`src/rtl/alu_issue.sv`:
```
// Issue/writeback stage feeding an 8-bit ALU: 8x8 register file, one EX slot, writeback one edge later.
// Optional macro ALU_ISSUE_FWD_EN: forward alu_c to dependent sources instead of stalling.
module alu_issue (
  input  logic       clk,
  input  logic       rst,
  input  logic       in_valid,
  output logic       in_ready,
  input  logic [2:0] in_op,
  input  logic [2:0] in_rd,
  input  logic [2:0] in_rs1,
  input  logic [2:0] in_rs2,
  input  logic       load_en,
  input  logic [2:0] load_addr,
  input  logic [7:0] load_data,
  output logic [7:0] alu_a,
  output logic [7:0] alu_b,
  output logic [2:0] alu_control,
  input  logic [7:0] alu_c,
  input  logic       alu_f,
  output logic       wb_valid,
  output logic [2:0] wb_rd,
  output logic [7:0] wb_data,
  output logic       flag_q,
  input  logic [2:0] dbg_addr,
  output logic [7:0] dbg_data
);

  localparam logic [2:0] OP_NOP = 3'b111;

  logic [7:0] rf [0:7];

  logic       ex_valid;
  logic [2:0] ex_op;
  logic [2:0] ex_rd;
  logic [7:0] ex_a;
  logic [7:0] ex_b;

  logic       wb_en;
  logic       haz1;
  logic       haz2;
  logic       hazard;
  logic       accept;
  logic [7:0] src_a;
  logic [7:0] src_b;

  // A NOP in EX never writes back, so it can never be the source of a hazard.
  assign wb_en  = ex_valid && (ex_op != OP_NOP);
  assign haz1   = wb_en && (ex_rd != 3'd0) && (in_rs1 == ex_rd);
  assign haz2   = wb_en && (ex_rd != 3'd0) && (in_rs2 == ex_rd);
  assign hazard = haz1 || haz2;

  // NOTE: every signal driven from always_comb gets a default first so no latch is inferred.
  always_comb begin
    src_a = rf[in_rs1];
    src_b = rf[in_rs2];
`ifdef ALU_ISSUE_FWD_EN
    if (haz1) src_a = alu_c;
    if (haz2) src_b = alu_c;
`endif
  end

`ifdef ALU_ISSUE_FWD_EN
  assign in_ready = ~rst;
`else
  assign in_ready = ~rst & ~hazard;
`endif

  assign accept = in_valid && in_ready;

  // NOTE: sequential state uses non-blocking assignments so every flop samples pre-edge values.
  always_ff @(posedge clk or posedge rst) begin
    if (rst) begin
      ex_valid <= 1'b0;
      ex_op    <= 3'd0;
      ex_rd    <= 3'd0;
      ex_a     <= 8'd0;
      ex_b     <= 8'd0;
    end else if (accept) begin
      ex_valid <= 1'b1;
      ex_op    <= in_op;
      ex_rd    <= in_rd;
      ex_a     <= src_a;
      ex_b     <= src_b;
    end else begin
      ex_valid <= 1'b0;
    end
  end

  always_ff @(posedge clk or posedge rst) begin
    if (rst) begin
      wb_valid <= 1'b0;
      wb_rd    <= 3'd0;
      wb_data  <= 8'd0;
      flag_q   <= 1'b0;
    end else if (wb_en) begin
      wb_valid <= 1'b1;
      wb_rd    <= ex_rd;
      wb_data  <= alu_c;
      flag_q   <= alu_f;
    end else begin
      wb_valid <= 1'b0;
    end
  end

  // NOTE: the register file is small and its reset contents are architecturally visible, so it is reset.
  // rf[0] is never written and stays 0; writeback beats a load to the same register.
  always_ff @(posedge clk or posedge rst) begin
    if (rst) begin
      for (int i = 0; i < 8; i++) rf[i] <= 8'd0;
    end else begin
      for (int i = 1; i < 8; i++) begin
        if (wb_en && (ex_rd == 3'(i)))
          rf[i] <= alu_c;
        else if (load_en && (load_addr == 3'(i)))
          rf[i] <= load_data;
      end
    end
  end

  assign alu_a       = ex_a;
  assign alu_b       = ex_b;
  assign alu_control = ex_op;
  assign dbg_data    = rf[dbg_addr];

endmodule

```
`config.mk`:
```
export PLATFORM = sky130hd
export DESIGN_NAME = alu_issue
export DESIGN_NICKNAME = d
export VERILOG_FILES = /design/src/rtl/alu_issue.sv
export SDC_FILE = /design/constraint.sdc
export NUM_CORES = 1
export LEC_CHECK = 0
export BUFFER_PORTS_ARGS = -buffer_cell sky130_fd_sc_hd__buf_2
export CAP_MARGIN = 20
export CORE_MARGIN = 3
export CORE_UTILIZATION = 30
export CTS_BUF_LIST = sky130_fd_sc_hd__clkbuf_16
export DETAILED_ROUTE_END_ITERATION = 16
export PLACE_DENSITY = 0.46
export SYNTH_ARGS = -nofsm -noshare
export SYNTH_HDL_FRONTEND = slang
export SYNTH_SLANG_ARGS = --single-unit
export TNS_END_PERCENT = 1
```
`constraint.sdc`:
```
create_clock -name clk -period 5.2 [get_ports clk]
set_clock_uncertainty 0.1 [all_clocks]
set_input_delay 0.52 -clock clk [delete_from_list [all_inputs] [get_ports clk]]
set_output_delay 0.52 -clock clk [all_outputs]
set_load 0.02 [all_outputs]
```
-- Word-level counts from Yosys, hierarchy flattened
Cells that the tools add are included.
- word-level logic and storage cells: 95
- bits in registers: 92
- bitwise logic cells: 6
- reductions and logical operators: 28
- multiplexer cells: 25
- $lt $le $gt $ge: 3
- equal/unequal tests: 17
- operators by type and width (operator ; number):
    $mux 8 ; 20
    $bmux 8 s3 ; 3
    $eq 3x3->1 const B ; 8
    $logic_and 1x1->1 ; 19
    $reduce_bool 2->1 ; 7
    $eq 3x2->1 const B ; 4
    $ge 4x4->1 const B ; 3
    $not 3->4 ; 3
    $eq 3x1->1 const B ; 2
    $eq 3x3->1 ; 2
    $ne 3x3->1 const B ; 1
    $reduce_bool 3->1 ; 1
    $mux 1 ; 2
    $not 1->1 ; 2
    $and 1x1->1 ; 1
    $logic_or 1x1->1 ; 1

-- Logic depth before layout (Yosys ltp)
- depth after elaboration: 9
- gate-level depth with buffers: 7
- depth with buffers taken out: 4

-- Least setup slack after synthesis
No wires, ideal clock.
- path type: input to output
- from: in rst
- to: out in_ready
- slack: 0.674 ns
- stages: 3
- path buffers: 1
- data required time: 4.580 ns
- arrival: 3.906 ns
- cell sequence: inv_2 > clkbuf_1 > and2_1
- cells in the longest elaborated chain, start to end: 2
- RTL lines (element ; RTL line ; text):
    start: declaration ; 5 ; input logic rst,
    $not 1->1 ; 65 ; assign in_ready = ~rst & ~hazard;
    $and 1x1->1 ; 65 ;
    end: declaration ; 7 ; output logic in_ready,
Every way passes these cells.

-- Worst setup path in the final report
- from: reg ex_op[2], in the netlist alu_control[2]
- to: out in_ready
- cells in the longest elaborated chain, start to end: 7
- RTL lines (element ; RTL line ; text):
    start: declaration ; 33 ; logic [2:0] ex_op;
    start signal: assignment ; 80 ; ex_op <= in_op;
    $ne 3x3->1 * ; 47 ; assign wb_en = ex_valid && (ex_op != OP_NOP);
    $logic_and 1x1->1 * ; 47 ;
    $logic_and 1x1->1 * ; 48, 49 ;
    $logic_and 1x1->1 (on tied branches) ; 48, 49 ;
    $logic_or 1x1->1 * ; 50 ; assign hazard = haz1 || haz2;
    $not 1->1 * ; 65 ;
    $and 1x1->1 * ; 65 ;
Mark *: on every way between the ends. The rest lies on a longest branch, timed or not.

==> flow_metrics.env <==
export IMPL_worstSetupPathType="reg2out"
export IMPL_initial_utilization=0.308
export IMPL_async_reset_ff_frac=1.00
export IMPL_final_cell_mix="dfrtp_1, mux2i_1, buf_2, a21oi_1, nor2_1"
export IMPL_clk_pin_slew_ns=0.07
export IMPL_ys_ff_latch=92
export IMPL_yosys_area_share_simple=0.102
export IMPL_synth_edf_count=0
export IMPL_clock_root_buffer="clkbuf_16"
export IMPL_cts_sinks=92
export IMPL_rows=50
export IMPL_fin_crit_sh=0.607
export IMPL_cts_buffer_depth=2
export IMPL_synth_cells=577
export IMPL_grt_overflow=0
export IMPL_hold_viol=0
export IMPL_first_iter_violations=450
export IMPL_dpl_hpwl_um=13900
export IMPL_grt_pass1_vias=4761
export IMPL_final_antenna_net_count=0
export IMPL_die_area_um2=21000
export IMPL_yosysUniqueCellTypes=39
export IMPL_core_um2=18800
export IMPL_post_cts_setup_buffers=0
export IMPL_r2r_setup_slack_ns=2.68
export IMPL_synth_xor_area_frac=0.00906
export IMPL_num_vias=4902
export IMPL_holdWs_ns=0.169
export IMPL_synth_compound_area_share=0.188
export IMPL_yosysWarnings=8
export IMPL_min_period_ns=3.15
export IMPL_synth_seq_area_share=0.397
export IMPL_synthFlopType="dfrtp_1"
export IMPL_crit_path_end_kind="output pin"
export IMPL_rsz0062_at_grt="no"
export IMPL_routed_wl_um=19900
export IMPL_dr_pass1_iters=5
export IMPL_drive_above_1_share=0.204
export IMPL_setup_viol=0
export IMPL_numPortBuffers=79
export IMPL_n_antenna_cell=0
export IMPL_dieWidth_um=145
export IMPL_cts_buffers=9
export IMPL_track_usage=0.187
export IMPL_nNetsFinal=649
export IMPL_max_freq_mhz=317
export IMPL_drv_cap=0
export IMPL_remaining_drc_errors=0
export IMPL_ios=80
export IMPL_fp_dieH_um=145
export IMPL_syn_to_final_growth_pct=13.6
export IMPL_synth_top_family_by_area="multiplexers"
export IMPL_h_tree_depth=3
export IMPL_synth_mux_area_frac=0.247
export IMPL_antenna_found_initial=0
export IMPL_start_kind="flop"
export IMPL_vdd_drop_max_mv=0.209
export IMPL_grt_max_degree=56
export IMPL_worstPathRequired_ns=4.58
export IMPL_hold_class="in2async"
export IMPL_status="complete, no violations"
export IMPL_clkLatencyLatePin_ns=0.36
export IMPL_synth_fp_nets=616
export IMPL_cts_repair_resized=0
export IMPL_max_slew_worst_pin_slew_ns=1.09
export IMPL_crit_fanout=18
export IMPL_max_slew_margin=0.273
export IMPL_p_leak_nw=2.85
export IMPL_slew_violations=0
export IMPL_synth_adder_area_share=0
export IMPL_gp_congestion=0.828
export IMPL_avgSynthCellArea_um2=10.1
export IMPL_arrival_ns=2.53
export IMPL_vias_per_cell=5.61
export IMPL_syn_area_um2=5800
export IMPL_cts_tree="yes"
export IMPL_final_setup_tns_ns=0
export IMPL_hold_buffers=0
export IMPL_p_per_area_nw_per_um2=513
export IMPL_layout_commonest_cell="dfrtp_1"
export IMPL_grt_first_pass_wirelength_um=30300
export IMPL_wl_per_cell_um=22.8
## cell families (layout without fill, tap and decap cells)
kind of cell	count (synthesis)	in the layout
AO/OA/AOI/OAI	156	156
multiplexers	129	129
AND/OR/NAND/NOR	121	121
flip-flops	92	92
buffers and inverters	73	110
XOR/XNOR	6	6
## critical path, cell delays in order, from the launching register on
cell and delay (ns):
dfrtp_1 0.38, nand3_1 0.43, nand3_1 0.53, a21o_1 0.48
and2_1 0.20, buf_2 0.16
## per-layer routing
| layer | wire (um) | up-vias | track usage |
|---|---|---|---|
| met4 | 408 | 0 | 0.0541 |
| met2 | 9120 | 202 | 0.291 |
| met3 | 1260 | 21 | 0.0394 |
| li1 | - | 2243 | - |
| met5 | 0 | - | 0 |
| met1 | 9120 | 2436 | 0.264 |
## cell usage after synthesis (7+ instances only)
cell type,instances,area share
a31oi_1,16,0.017
buf_2,16,0.014
mux4_2,8,0.031
mux2_1,26,0.050
a221oi_1,19,0.029
inv_1,7,0.0045
dfrtp_1,92,0.40
clkbuf_1,36,0.023
nor2_1,49,0.032
a311oi_1,16,0.024
o21ai_1,13,0.011
mux2_2,7,0.014
a21oi_1,58,0.050
nand2_1,21,0.014
nand3_1,17,0.015
nor2b_1,7,0.0075
mux2i_1,88,0.15
a221o_1,16,0.028
nand4_1,7,0.0075
## worst paths after layout
| check | start | endpoint | depth (start not counted) |
|---|---|---|---|
| max | alu_control[2] | in_ready | 5 |
| max in group asynchronous | rst | rf[48] | 3 |
| min in group clk | alu_f | flag_q | 2 |
| min | rst | alu_control[2] | 2 |
| min reg2reg | wb_rd[1] | wb_rd[1] | 2 |
| max reg2reg | alu_control[1] | rf[33] | 4 |
## per-stage QoR
| step | util | total power, mW | setup WS (ns) | std cells | area [um2] |
|---|---|---|---|---|---|
| after global routing | 0.350 | 3.58 | 1.81 | 874 | 6590 |
| after global placement | 0.334 | 2.68 | 2.13 | 858 | 6280 |
| after CTS | 0.350 | 3.39 | 2.06 | 874 | 6590 |
| final | 0.350 | 3.38 | 2.05 | 874 | 6590 |
| after detailed placement | 0.335 | 2.71 | 2.07 | 859 | 6300 |
| after floorplan | - | 2.22 | 0.674 | 577 | 5800 |
## cell type report
cell class	instances	area (um2)
Clock inverter	6	63.8
Tap cell	260	325
Sequential cell	92	2300
Timing Repair Buffer	86	455
Fill cell	1934	12200
Inverter	9	36.3
Multi-Input combinational cell	412	3180
Clock buffer	9	225
## registers in the layout, summed over array words and instances, names as in the netlist
register / count
rf: 56
alu_a: 8
alu_b: 8
wb_data: 8
alu_control: 3
ex_rd: 3
wb_rd: 3
ex_valid: 1
flag_q: 1
wb_valid: 1
## report_power, final
group	leakage (nW)	switching, mW	internal [mW]	total (mW)
combinational	1.66	0.714	0.579	1.29
sequential	1.05	0.388	1.03	1.42
clock	0.139	0.295	0.370	0.665
total	2.85	1.40	1.98	3.38
No activity file was read; power rests on OpenSTA's default activity.
